$ cat src/rtl/dit_lockstep_monitor_pkg.sv
// Shared types and helpers for the data-independent-timing lockstep monitor.
// Holds the monitor state encoding, the skew limit and a saturating increment.
package dit_lockstep_monitor_pkg;

  typedef enum logic [2:0] {
    MON_IDLE   = 3'd0,
    MON_FILL   = 3'd1,
    MON_CHECK  = 3'd2,
    MON_FAIL   = 3'd3,
    MON_CONSTR = 3'd4
  } mon_state_e;

  localparam int MAX_SKEW = 7;
  localparam int FILL_W   = 3;

  // Increment that sticks at the all-ones value of a 'width'-bit counter.
  function automatic logic [63:0] sat_inc(input logic [63:0] value, input int unsigned width);
    logic [63:0] max_val;
    max_val = (width >= 64) ? '1 : ((64'd1 << width) - 64'd1);
    return (value >= max_val) ? max_val : value + 64'd1;
  endfunction

endpackage

$ cat src/rtl/dit_lockstep_monitor_if.sv
// Bundle of the two core copies' control signals plus the monitor results.
// The master side drives the copies' signals; the slave side is the monitor.
interface dit_lockstep_monitor_if #(
  parameter int CTRL_W  = 64,
  parameter int NUM_GRP = 8,
  parameter int IN_W    = 8,
  parameter int OUT_W   = 2,
  parameter int CNT_W   = 32
);

  logic               enable;
  logic               clear;
  logic [IN_W-1:0]    ctrl_in_a;
  logic [IN_W-1:0]    ctrl_in_b;
  logic [CTRL_W-1:0]  state_a;
  logic [CTRL_W-1:0]  state_b;
  logic [OUT_W-1:0]   out_a;
  logic [OUT_W-1:0]   out_b;

  logic               violation;
  logic               assume_fail;
  logic [NUM_GRP:0]   fail_grp;
  logic [CNT_W-1:0]   fail_cycle;
  logic [CNT_W-1:0]   checked_cnt;
  logic [2:0]         mon_state;

  modport master (
    output enable, clear, ctrl_in_a, ctrl_in_b, state_a, state_b, out_a, out_b,
    input  violation, assume_fail, fail_grp, fail_cycle, checked_cnt, mon_state
  );

  modport slave (
    input  enable, clear, ctrl_in_a, ctrl_in_b, state_a, state_b, out_a, out_b,
    output violation, assume_fail, fail_grp, fail_cycle, checked_cnt, mon_state
  );

endinterface

$ cat src/rtl/dit_lockstep_monitor_skew_line.sv
// DEPTH-deep shift register that delays copy A so it lines up with the lagging copy B.
// A depth of zero degenerates to a plain wire.
module dit_lockstep_monitor_skew_line
  import dit_lockstep_monitor_pkg::*;
#(
  parameter int W     = 1,
  parameter int DEPTH = 0
) (
  input  logic         clk,
  input  logic         reset_n,
  input  logic [W-1:0] din,
  output logic [W-1:0] dout
);

  localparam int D = (DEPTH > MAX_SKEW) ? MAX_SKEW : DEPTH;

  generate
    if (D == 0) begin : g_wire
      logic unused_clk_rst;
      assign unused_clk_rst = clk ^ reset_n;
      assign dout = din;
    end else begin : g_pipe
      logic [W-1:0] stage_q [D];

      always_ff @(posedge clk or negedge reset_n) begin
        if (!reset_n) begin
          for (int i = 0; i < D; i++) begin
            stage_q[i] <= '0;
          end
        end else begin
          stage_q[0] <= din;
          for (int i = 1; i < D; i++) begin
            stage_q[i] <= stage_q[i-1];
          end
        end
      end

      assign dout = stage_q[D-1];
    end
  endgenerate

endmodule

$ cat src/rtl/dit_lockstep_monitor.sv
// Run-time DIT lockstep monitor: compares skew-aligned control state/outputs of two core
// copies every cycle and latches the first divergence or input-constraint breach.
module dit_lockstep_monitor
  import dit_lockstep_monitor_pkg::*;
#(
  parameter int CTRL_W  = 64,
  parameter int NUM_GRP = 8,
  parameter int IN_W    = 8,
  parameter int OUT_W   = 2,
  parameter int SKEW    = 0,
  parameter int CNT_W   = 32
) (
  input  logic                  clk,
  input  logic                  reset_n,
  dit_lockstep_monitor_if.slave mon
);

  localparam int GW     = CTRL_W / NUM_GRP;
  localparam int DLY_W  = IN_W + CTRL_W + OUT_W;
  localparam int SKEW_C = (SKEW > MAX_SKEW) ? MAX_SKEW : SKEW;
  localparam logic [FILL_W-1:0] FILL_LAST = FILL_W'((SKEW_C > 0) ? SKEW_C - 1 : 0);

  logic [DLY_W-1:0]  a_now;
  logic [DLY_W-1:0]  a_dly;
  logic [IN_W-1:0]   in_a_dly;
  logic [CTRL_W-1:0] state_a_dly;
  logic [OUT_W-1:0]  out_a_dly;

  assign a_now = {mon.ctrl_in_a, mon.state_a, mon.out_a};

  dit_lockstep_monitor_skew_line #(
    .W     (DLY_W),
    .DEPTH (SKEW_C)
  ) u_skew_line (
    .clk     (clk),
    .reset_n (reset_n),
    .din     (a_now),
    .dout    (a_dly)
  );

  assign {in_a_dly, state_a_dly, out_a_dly} = a_dly;

  // One mismatch bit per control register bank, plus the output mismatch on top.
  logic [NUM_GRP:0] mis_mask;
  logic             in_mis;

  generate
    for (genvar gi = 0; gi < NUM_GRP; gi++) begin : g_grp
      assign mis_mask[gi] = |(state_a_dly[gi*GW +: GW] ^ mon.state_b[gi*GW +: GW]);
    end
  endgenerate

  assign mis_mask[NUM_GRP] = |(out_a_dly ^ mon.out_b);
  assign in_mis            = |(in_a_dly ^ mon.ctrl_in_b);

  mon_state_e         state_q;
  logic [FILL_W-1:0]  fill_q;
  logic               violation_q;
  logic               assume_q;
  logic [NUM_GRP:0]   fail_grp_q;
  logic [CNT_W-1:0]   fail_cycle_q;
  logic [CNT_W-1:0]   checked_q;
  logic [CNT_W-1:0]   cycle_q;
  logic [CNT_W-1:0]   checked_d;
  logic [CNT_W-1:0]   cycle_d;

  always_comb begin
    cycle_d   = CNT_W'(sat_inc(64'(cycle_q), CNT_W));
    checked_d = CNT_W'(sat_inc(64'(checked_q), CNT_W));
  end

  always_ff @(posedge clk or negedge reset_n) begin
    if (!reset_n) begin
      state_q      <= MON_IDLE;
      fill_q       <= '0;
      violation_q  <= 1'b0;
      assume_q     <= 1'b0;
      fail_grp_q   <= '0;
      fail_cycle_q <= '0;
      checked_q    <= '0;
      cycle_q      <= '0;
    end else begin
      cycle_q <= cycle_d;
      unique case (state_q)
        MON_IDLE: begin
          if (mon.enable) begin
            fill_q  <= '0;
            state_q <= (SKEW_C == 0) ? MON_CHECK : MON_FILL;
          end
        end
        MON_FILL: begin
          if (!mon.enable) begin
            state_q <= MON_IDLE;
          end else if (fill_q == FILL_LAST) begin
            state_q <= MON_CHECK;
          end else begin
            fill_q <= fill_q + FILL_W'(1);
          end
        end
        MON_CHECK: begin
          // A constraint breach makes the comparison vacuous, so it outranks any mismatch.
          if (!mon.enable) begin
            state_q <= MON_IDLE;
          end else if (in_mis) begin
            state_q  <= MON_CONSTR;
            assume_q <= 1'b1;
          end else if (|mis_mask) begin
            state_q      <= MON_FAIL;
            violation_q  <= 1'b1;
            fail_grp_q   <= mis_mask;
            fail_cycle_q <= cycle_q;
          end else begin
            checked_q <= checked_d;
          end
        end
        MON_FAIL, MON_CONSTR: begin
          if (mon.clear) begin
            state_q      <= MON_IDLE;
            violation_q  <= 1'b0;
            assume_q     <= 1'b0;
            fail_grp_q   <= '0;
            fail_cycle_q <= '0;
          end
        end
        default: state_q <= MON_IDLE;
      endcase
    end
  end

  assign mon.violation   = violation_q;
  assign mon.assume_fail = assume_q;
  assign mon.fail_grp    = fail_grp_q;
  assign mon.fail_cycle  = fail_cycle_q;
  assign mon.checked_cnt = checked_q;
  assign mon.mon_state   = state_q;

endmodule

$ cat src/flat_wrapper.sv
// flat-port wrapper written by rule: the top's interface ports become plain ports
module dit_lockstep_monitor_flat import dit_lockstep_monitor_pkg::*;
#(
  parameter int CTRL_W  = 64,
  parameter int NUM_GRP = 8,
  parameter int IN_W    = 8,
  parameter int OUT_W   = 2,
  parameter int SKEW    = 0,
  parameter int CNT_W   = 32
)
  (clk, reset_n, mon_enable, mon_clear, mon_ctrl_in_a, mon_ctrl_in_b, mon_state_a, mon_state_b, mon_out_a, mon_out_b, mon_violation, mon_assume_fail, mon_fail_grp, mon_fail_cycle, mon_checked_cnt, mon_mon_state);
  dit_lockstep_monitor_if #(.CTRL_W(CTRL_W), .NUM_GRP(NUM_GRP), .IN_W(IN_W), .OUT_W(OUT_W), .CNT_W(CNT_W)) mon_i ();
  input  logic clk;
  input  logic reset_n;
  input wire logic [$bits(mon_i.enable)-1:0] mon_enable;
  input wire logic [$bits(mon_i.clear)-1:0] mon_clear;
  input wire logic [$bits(mon_i.ctrl_in_a)-1:0] mon_ctrl_in_a;
  input wire logic [$bits(mon_i.ctrl_in_b)-1:0] mon_ctrl_in_b;
  input wire logic [$bits(mon_i.state_a)-1:0] mon_state_a;
  input wire logic [$bits(mon_i.state_b)-1:0] mon_state_b;
  input wire logic [$bits(mon_i.out_a)-1:0] mon_out_a;
  input wire logic [$bits(mon_i.out_b)-1:0] mon_out_b;
  output wire logic [$bits(mon_i.violation)-1:0] mon_violation;
  output wire logic [$bits(mon_i.assume_fail)-1:0] mon_assume_fail;
  output wire logic [$bits(mon_i.fail_grp)-1:0] mon_fail_grp;
  output wire logic [$bits(mon_i.fail_cycle)-1:0] mon_fail_cycle;
  output wire logic [$bits(mon_i.checked_cnt)-1:0] mon_checked_cnt;
  output wire logic [$bits(mon_i.mon_state)-1:0] mon_mon_state;
  assign mon_i.enable = mon_enable;
  assign mon_i.clear = mon_clear;
  assign mon_i.ctrl_in_a = mon_ctrl_in_a;
  assign mon_i.ctrl_in_b = mon_ctrl_in_b;
  assign mon_i.state_a = mon_state_a;
  assign mon_i.state_b = mon_state_b;
  assign mon_i.out_a = mon_out_a;
  assign mon_i.out_b = mon_out_b;
  assign mon_violation = mon_i.violation;
  assign mon_assume_fail = mon_i.assume_fail;
  assign mon_fail_grp = mon_i.fail_grp;
  assign mon_fail_cycle = mon_i.fail_cycle;
  assign mon_checked_cnt = mon_i.checked_cnt;
  assign mon_mon_state = mon_i.mon_state;
  dit_lockstep_monitor #(.CTRL_W(CTRL_W), .NUM_GRP(NUM_GRP), .IN_W(IN_W), .OUT_W(OUT_W), .SKEW(SKEW), .CNT_W(CNT_W)) u_core (.clk(clk), .reset_n(reset_n), .mon(mon_i));
endmodule
$ cat config.mk
export PLATFORM = sky130hd
export DESIGN_NAME = dit_lockstep_monitor_flat
export DESIGN_NICKNAME = d
export VERILOG_FILES = /design/src/rtl/dit_lockstep_monitor_pkg.sv /design/src/rtl/dit_lockstep_monitor_if.sv /design/src/rtl/dit_lockstep_monitor_skew_line.sv /design/src/rtl/dit_lockstep_monitor.sv /design/src/flat_wrapper.sv
export SDC_FILE = /design/constraint.sdc
export NUM_CORES = 1
export LEC_CHECK = 0
export CAP_MARGIN = 20
export CORE_AREA = 4 4 124 126
export DETAILED_ROUTE_END_ITERATION = 10
export DIE_AREA = 0 0 128 130
export GPL_TIMING_DRIVEN = 0
export PLACE_DENSITY = 0.8
export SETUP_SLACK_MARGIN = 0.3
export SLEW_MARGIN = 20
export SYNTH_ARGS = -nofsm -noshare
export SYNTH_HDL_FRONTEND = slang
export SYNTH_SLANG_ARGS = --single-unit
$ cat constraint.sdc
create_clock -name clk -period 2.6 [get_ports clk]
set_clock_uncertainty 0.2 [all_clocks]
set_input_delay 0.26 -clock clk [delete_from_list [all_inputs] [get_ports clk]]
set_output_delay 0.26 -clock clk [all_outputs]
set_load 0.1 [all_outputs]
[Word-level counts from Yosys, hierarchy flattened]
Cells that the tools add are included.
Storage, ports and cells
  flip-flop bits (word level): 113
  input port bits: 152
  output and inout bits: 78
  word-level logic and storage cells: 92
Cells by class
  add/subtract/negate cells: 3
  magnitude comparators: 2
  equality and inequality tests: 14
  multiplexer cells: 32
  bitwise gates (word level): 12
  reductions and logical operators: 21
Operators with widths (count)
  32-bit two-way mux: 6
  8-bit OR reduction: 9
  8-bit bitwise XOR: 9
  66-bit OR reduction: 1
  32-bit by 1-bit adder with 32-bit output, second input constant: 2
  32-bit >= comparator, second input constant: 2
  32-bit one-hot mux with 2 select lines: 1
  9-bit two-way mux: 4
  3-bit two-way mux: 10
  9-bit one-hot mux with 2 select lines: 1
  4-bit AND reduction: 4
  2-bit inequality test, second input constant: 6
  3-bit one-hot mux with 4 select lines: 1
  3-bit by 2-bit == test with 1-bit output, second input constant: 2
  3-bit zero test: 2
  1-bit two-way mux: 6
  3-bit one-hot mux with 2 select lines: 1
  5-bit AND reduction: 1
  2-bit by 1-bit inequality test with 1-bit output, second input constant: 2
  4-bit by 2-bit inequality test with 1-bit output, second input constant: 1
  1-bit one-hot mux with 2 select lines: 2
  2-bit nonzero test: 2
  2-bit OR reduction: 2
  3-bit by 1-bit adder with 3-bit output, second input constant: 1
  other kinds (5): 6

[Depth between registers and ports, before layout]
Gate-level depths: netlist (run 1).
  depth in word-level cells: 6
  mapped depth: 10
  depth with buffers taken out: 8

[Modules after synthesis]
From an unflattened synthesis (run 1), not the netlist that was laid out.
Unflattened totals
  cells, all modules: 754
  area, all modules: 6703.9 µm²
By module, submodules not included
  dit_lockstep_monitor: times used 1, cells an instance 680, area an instance 6148.4 µm²
  dit_lockstep_monitor_skew_line: times used 1, cells an instance 74, area an instance 555.5 µm²

[Worst setup path before layout (run 1)]
Ideal clock, no wire load.
  path kind: register to register
  start point: reg u_core.checked_q[0] (netlist: u_core.mon.checked_cnt[0])
  end point: reg u_core.checked_q[7] (netlist: u_core.mon.checked_cnt[7])
  data arrival time: 2.743 ns
  data required time: 2.317 ns
  slack: -0.426 ns
  cell stages (with the launch flop): 9
  clock period less this slack: 3.026 ns
  path through: dfrtp_1 -> ha_1 -> nand3_1 -> nor4_2 -> nand3_1 -> clkbuf_1 -> o21ai_0 -> a31oi_1 -> a31oi_1
Between the ends
  cells in the longest elaborated chain, start to end: 2
  elaborated cells on any way between the ends: 3
  classes of those cells: add/sub (1); order compare (1); mux (1)
RTL lines
  start, declared: line dit_lockstep_monitor.sv:62  | logic [CNT_W-1:0] checked_q;
  start signal, assigned: line dit_lockstep_monitor.sv:113  | checked_q <= checked_d;
  32-bit by 1-bit adder with 32-bit output / 32-bit >= comparator (equally long branches): line dit_lockstep_monitor_pkg.sv:20  | return (value >= max_val) ? max_val : value + 64'd1;
  32-bit two-way mux (*): line dit_lockstep_monitor_pkg.sv:20
Every way passes the cells marked *; elsewhere a longest branch is shown, timed or not.
A chain may end at the register's enable or synchronous reset.

[Final worst setup path (run 1)]
  start point: in mon_ctrl_in_b[3]
  end point: reg u_core.checked_q[19] (netlist: u_core.mon.checked_cnt[19])
Between the ends
  cells in the longest elaborated chain, start to end: 4
RTL lines
  start, declared: line flat_wrapper.sv:18  | input wire logic [$bits(mon_i.ctrl_in_b)-1:0] mon_ctrl_in_b;
  8-bit bitwise XOR: line dit_lockstep_monitor.sv:54  | assign in_mis = |(in_a_dly ^ mon.ctrl_in_b);
  8-bit OR reduction: line dit_lockstep_monitor.sv:54
  1-bit inverter (no line)
  4-bit AND reduction (no line)
Every way passes these cells.

==> results of run 1 <==
-- metrics by stage --
stage                     hold WS (ns)  power [mW]  utilization (%)  cells  TNS, ns
final                           0.1926       5.369            74.51   1235        0
after global routing            0.2220       5.552            74.51   1235        0
after CTS                       0.2397       5.297            72.01   1212        0
after detailed placement        0.1138       2.829            62.83   1111   -42.01
after global placement          0.2600       2.815            62.63   1110  -431.84
after floorplan                -0.2356       2.380                -    697        0
-- path summary, 6_finish.rpt --
path / from / to / slack, ns / cells after the start
setup / recovery: mon_ctrl_in_b[3] / u_core.mon.checked_cnt[19] / 0.30 / 11
hold / removal: mon_state_b[40] / u_core.mon.fail_grp[5] / 0.19 / 6
setup reg to reg: u_core.mon.mon_state[2] / u_core.mon.checked_cnt[19] / 0.31 / 9
hold reg to reg: u_core.mon.checked_cnt[31] / u_core.mon.checked_cnt[31] / 0.31 / 1
max in group asynchronous: reset_n / u_core.mon.checked_cnt[24] / 1.29 / 3
min in group asynchronous: reset_n / u_core.mon.checked_cnt[9] / 0.23 / 2
-- sequential cells by signal, indices dropped and copies added, names as in the netlist --
name and count:
u_core.mon.fail_cycle 32, u_core.cycle_q 32, u_core.mon.assume_fail 1, u_core.mon.mon_state 3, u_core.fill_q 3, u_core.mon.violation 1
u_core.mon.checked_cnt 32, u_core.mon.fail_grp 9
-- per-layer routing --
metal,vias to the layer above,wire length [µm],global-route usage [%],part of all wire (%)
li1,3138,-,-,-
met1,3370,9843,35.99,39
met2,394,12840,49.08,51
met3,77,1901,6.345,7.5
met4,0,713,8.052,2.8
met5,-,0,0,0
-- report_power, final --
group          switching, mW  leakage (nW)  total [mW]  internal (mW)
Sequential            0.0362          1.50        1.84           1.80
Combinational          0.670          3.57        1.07          0.405
Clock                  0.871         0.303        2.46           1.59
-- synth_stat cells (3+ instances only) --
cell type,count,area share (%)
nor2_1,23,1.4
nand4_1,16,1.6
nand2_1,151,9.0
xor2_1,90,12
inv_1,10,0.59
nand3_1,26,2.1
clkbuf_1,21,1.2
a31oi_1,32,3.2
buf_4,4,0.48
o21a_1,3,0.36
dfrtp_1,113,45
a21oi_1,10,0.79
mux2_1,7,1.2
a22o_1,4,0.55
ha_1,4,0.79
mux2_2,5,0.89
nand3_2,5,0.79
a21o_1,4,0.48
nor2b_1,3,0.30
nor3_1,6,0.48
and4_1,5,0.69
or3_1,4,0.40
a41oi_1,6,0.83
xnor2_1,5,0.69
o21ai_0,23,1.8
nand2b_1,6,0.59
and2_1,7,0.69
buf_2,7,0.55
o22ai_1,35,3.5
nor4_1,20,2.0
and3_1,22,2.2
buf_1,3,0.18
-- what timing repair did --
| item | 4_1_cts | 5_1_grt |
|---|---|---|
| setup buffers | 66 | 20 |
| gates cloned | 2 | 2 |
| resized for setup | 262 | 186 |
| endpoints found under the hold margin | 68 | 0 |
| setup endpoints to repair | 182 | 98 |
| pin swaps | 62 | 62 |
| hold buffers | 1 | 0 |
-- area by class of cell --
class	count	area share, %
plain buffers	36	2.792
clock inverters	12	1.455
multi-input cells	538	35.44
clock buffers	20	4.376
flip-flops and latches	113	27.24
well taps	184	2.159
inverters	10	0.3519
diodes	1	0.02346
repair buffers	321	26.16
-- worst max-delay path, cell delays in order --
cell	delay, ns
clkdlybuf4s50_1	0.45
xor2_1	0.20
nor4_2	0.27
buf_4	0.17
and3_4	0.20
and2_4	0.15
buf_6	0.13
and2_4	0.15
buf_8	0.13
buf_6	0.11
a41oi_1	0.13
-- cell families (layout without fill, tap and decap cells) --
group / after synthesis / in the layout / synth area share [%]
other cells: 0 / 1 / 0
buf+inv: 46 / 399 / 3.228
flops: 113 / 113 / 44.75
fa+ha+maj: 4 / 4 / 0.7921
simple gates: 302 / 302 / 23.25
xor+xnor: 95 / 95 / 13.17
compound gates: 122 / 122 / 12.12
mux: 15 / 15 / 2.693
==> out/qor.yml, run 1 <==
floorplan:
  ios: 230
  row_count: 44
  die_width_um: 128
  core_um2: 14310
  initial_core_util_pct: 44.14
  dieHeight_um: 130
  die-area_um2: 16640
global_route:
  grt_pass1_vias: 6883
  overflow: 0
  grt_pass1_wl_um: 36740
  groute.usage.overall_pct: 28.40
  grt_max_degree: 70
  antenna_found_initial: 1
route:
  ant_nets: 0
  vias: 6979
  finalWirelength_um: 25300
  vias_per_cell: 5.651
  wire_per_inst_um: 20.49
  drt_iter0_drc: 829
  post-route-drc-count: 0
  first_pass_iters: 8
status:
  status: "finished, final reports clean"
cells_and_area:
  multi_input_area_um2: 3780
  final_cell_mix: "151 x nand2_1, 94 x dlygate4sd2_1, 83 x buf_4"
  drive_above_1_share_pct: 30.38
  fin_area_um2: 10670
  fillCellCount: 995
  layout.area.seq_um2: 2905
  area_delta_synth_final_pct: 68.79
  nets: 1193
  final_common_cell: "nand2_1"
synth:
  synthesis.area_um2: 6319
  syn-num-nets: 853
  ys.flop_type: "dfrtp_1"
  syn_avg_cell_area_um2: 9.065
  ys_warn_count: 0
  synthCells: 697
  synth-seq-area-share_pct: 44.75
  synthArstFlopShare_pct: 100.0
  synth_edf_count: 0
  synth_cell_types: 45
  synth.ff_latch_count: 113
placement:
  post-place-ws_ns: -0.6591
  io_buffers: 229
  dp_hpwl_um: 15140
  place_congestion: 0.8804
  placed_area_um2: 8994
timing:
  fmax_mhz: 434.3
  min_period_over_period_pct: 88.56
  min_period_ns: 2.303
  worstMarginPinSlew_ns: 1.092
  finalSetupViolCount: 0
  timing.slew.headroom_pct: 27.50
  finalHoldViolations: 0
  finalWorstSetupSlack_ns: 0.2974
  drv_slew: 0
  rsz0062_at_grt: "no"
clock_network:
  cts_buffers: 17
  clkLatencyLatePin_ns: 0.42
  clk_pin_slew_ns: 0.06
  cts_root_buffer: "clkbuf_16"
  clockBufferDepth: 2
  cts-htree-levels: 4
  cts_tree: "done"
  cts.sinks: 113
pwr:
  leakage_nw: 5.370
  power_per_cell_area_nw_per_um2: 503.4
  ir_worst_vdd_uv: 408.8
hold_path:
  hp-class: "in2reg"
run:
  max-cap-violations: 0
worst_setup_path:
  worstSetupStartpointType: "primary input"
  path_max_fanout: 6
  path_class: "in2reg"
  endpoint_kind: "flip-flop"
  crit_arrival_ns: 2.36
  cp_data_required_time_ns: 2.66
Power figures use the tool's default switching activity.
==> inputs of run 2 (changes only) <==
--- a/config.mk
+++ b/config.mk
@@ -6,9 +6,10 @@
 export NUM_CORES = 1
 export LEC_CHECK = 0
 export CAP_MARGIN = 20
-export CORE_AREA = 4 4 124 126
+export CORE_AREA = 4 4 158 99
+export CTS_CLUSTER_DIAMETER = 200
 export DETAILED_ROUTE_END_ITERATION = 10
-export DIE_AREA = 0 0 128 130
+export DIE_AREA = 0 0 162 103
 export GPL_TIMING_DRIVEN = 0
 export PLACE_DENSITY = 0.8
 export SETUP_SLACK_MARGIN = 0.3
==> run 2 against run 1 <==
  * Die area rose by 0.28%
  * Sequential share of layout area rose by 0.051 points
  * Flip-flop and latch count is the same
  * Via count shrank 0.77%
  * Cell count shrank 0.32%
  * Clock-buffer cell count rose by 2
  * Hold slack got worse by 0.074 ns
  * Wire length down 1.9%
  * Clock power shrank 7%
==> out/qor.yml, run 2 (synthesis gave the netlist of run 1 again) <==
status:
  status: "finished, final reports clean"
timing:
  fmax_mhz: 431.7  # -0.61%
  worstMarginPinSlew_ns: 1.066  # -0.02542 ns
  finalWorstSetupSlack_ns: 0.2833  # -0.01407 ns
  drv_slew: 0  # unchanged
  finalSetupViolCount: 0  # unchanged
  min_period_over_period_pct: 89.10  # +0.54 points
  fin_hold_ws_ns: 0.1191  # -0.07355 ns
  rsz0062_at_grt: "yes"
  min_period_ns: 2.317  # +0.01407 ns
  finalHoldViolations: 0  # unchanged
  timing.slew.headroom_pct: 29.19  # +1.7 points
cells_and_area:
  fin_area_um2: 10650  # -0.19%
  drive_above_1_share_pct: 27.30  # -3.1 points
  fillCellCount: 991  # -0.40%
  final_cell_mix: "150 x nand2_1, 112 x dlygate4sd2_1, 79 x dfrtp_1"
  final_common_cell: "nand2_1"
  antennaDiodeCount: 0  # -1
  nets: 1177  # -1.3%
  multi_input_area_um2: 3792  # +0.33%
  area_delta_synth_final_pct: 68.48
  layout.area.seq_um2: 2905  # unchanged
clock_network:
  cts_tree: "done"
  clkLatencyLatePin_ns: 0.41  # about the same
  cts_root_buffer: "clkbuf_16"
  clk_pin_slew_ns: 0.06  # about the same
  cts-htree-levels: 4  # unchanged
  clockBufferDepth: 2  # unchanged
  cts.sinks: 113  # unchanged
  cts_buffers: 17  # unchanged
run:
  max-cap-violations: 0  # unchanged
pwr:
  power_per_cell_area_nw_per_um2: 482.1  # -4.2%
  power_mw: 5.132  # -4.4%
  leakage_nw: 5.305  # -1.2%
  ir_worst_vdd_uv: 404.4  # -1.1%
worst_setup_path:
  endpoint_kind: "flip-flop"
  critical-path-slowest-cell: "dfrtp_4"
  max_stage_delay_ns: 0.44  # about the same
  cp_data_required_time_ns: 2.72  # +0.06 ns
  crit_arrival_ns: 2.44  # +0.08 ns
  r2r_slack_ns: 0.28  # -0.03 ns
  path_class: "reg2reg"
  worstSetupStartpointType: "flip-flop"
  crit_chain: "nand4_1 -> buf_4 -> nor4_4 -> nand3_2 -> clkbuf_4 -> o21ai_0 -> a31oi_1 -> a21oi_2"
  worstReg2RegStart: "u_core.mon.checked_cnt[10]"
  r2r_end: "u_core.mon.checked_cnt[18]"
  path_max_fanout: 10  # +4
  r2r_cells: 8  # -1
floorplan:
  dieHeight_um: 103  # -21%
  initial_core_util_pct: 44.47  # +0.33 points
  die_width_um: 162  # +27%
  row_count: 34  # -23%
  core_um2: 14210  # -0.73%
  die-area_um2: 16690  # +0.28%
  ios: 230  # unchanged
route:
  vias_per_cell: 5.626  # -0.45%
  finalWirelength_um: 24810  # -1.9%
  drt_iter0_drc: 702  # -15%
  post-route-drc-count: 0  # unchanged
  vias: 6925  # -0.77%
  wire_per_inst_um: 20.15  # -1.6%
  first_pass_iters: 6  # -2
  ant_nets: 0  # unchanged
hold_path:
  hp-class: "in2async"
global_route:
  overflow: 0  # unchanged
  grt_max_degree: 82  # +17%
  antenna_found_initial: 0  # -1
  grt_pass1_vias: 6491  # -5.7%
  grt_pass1_wl_um: 36450  # -0.77%
  groute.usage.overall_pct: 28.06  # -0.34 points
placement:
  io_buffers: 229  # unchanged
  post-place-ws_ns: -0.6670  # -0.007859 ns
  dp_hpwl_um: 16080  # +6.3%
  place_congestion: 0.8841  # +0.42%
  placed_area_um2: 9011  # +0.19%
## run 2: layout make-up
class / instances / area share, %
timing repair buffer: 305 / 26.05
sequential: 113 / 27.29
multi-input combinational: 538 / 35.63
clock inverter: 9 / 1.023
tap: 198 / 2.327
inverter: 10 / 0.3526
buffer: 36 / 2.974
clock buffer: 22 / 4.361
## run 2: where the power goes
group | internal [mW] | leakage, nW | switching, mW
Sequential | 1.80 | 1.50 | 0.0327
Combinational | 0.385 | 3.53 | 0.629
Clock | 1.45 | 0.280 | 0.828
## run 2: how the worst max path moves through the flow
stage | from | to | cells past startpoint
after floorplan | u_core.mon.checked_cnt[4] | u_core.mon.checked_cnt[20] | 6
after global placement | reset_n | u_core.mon.checked_cnt[10] | 1
after detailed placement | mon_ctrl_in_b[4] | u_core.mon.fail_cycle[1] | 8
after CTS | mon_state_b[48] | u_core.mon.checked_cnt[24] | 9
after global routing | u_core.mon.checked_cnt[7] | u_core.mon.checked_cnt[18] | 8
final | u_core.mon.checked_cnt[10] | u_core.mon.checked_cnt[18] | 8
## run 2: worst max-delay path, delay by kind of cell, from the launching register on
kind / cells / cell delay (ns)
DFF: 1 / 0.44
buffers and inverters: 2 / 0.43
and+or+nand+nor: 3 / 0.71
AOI/OAI and AO/OA: 3 / 0.44
## run 2: through the flow
step	std cells	utilization [%]	TNS, ns
finish	1231	74.92	0
global route	1231	74.92	0
CTS	1208	72.34	0
detailed placement	1125	63.42	-43.60
global placement	1124	63.22	-431.40
floorplan	697	-	0
## run 2: metal layers
metal,share of wire (%),track usage [%]
met3,8.4,6.073
met4,1.9,6.498
met1,42,38.86
met5,0,0
met2,48,45.86
## run 2: timing repair
item / in CTS / in global routing
hold buffers: 1 / 0
hold endpoints to repair: 113 / 0
buffers inserted: 45 / 23
pin swaps: 79 / 61
gates cloned: 6 / 0
setup endpoints to repair: 182 / 93
gates resized for setup: 278 / 142
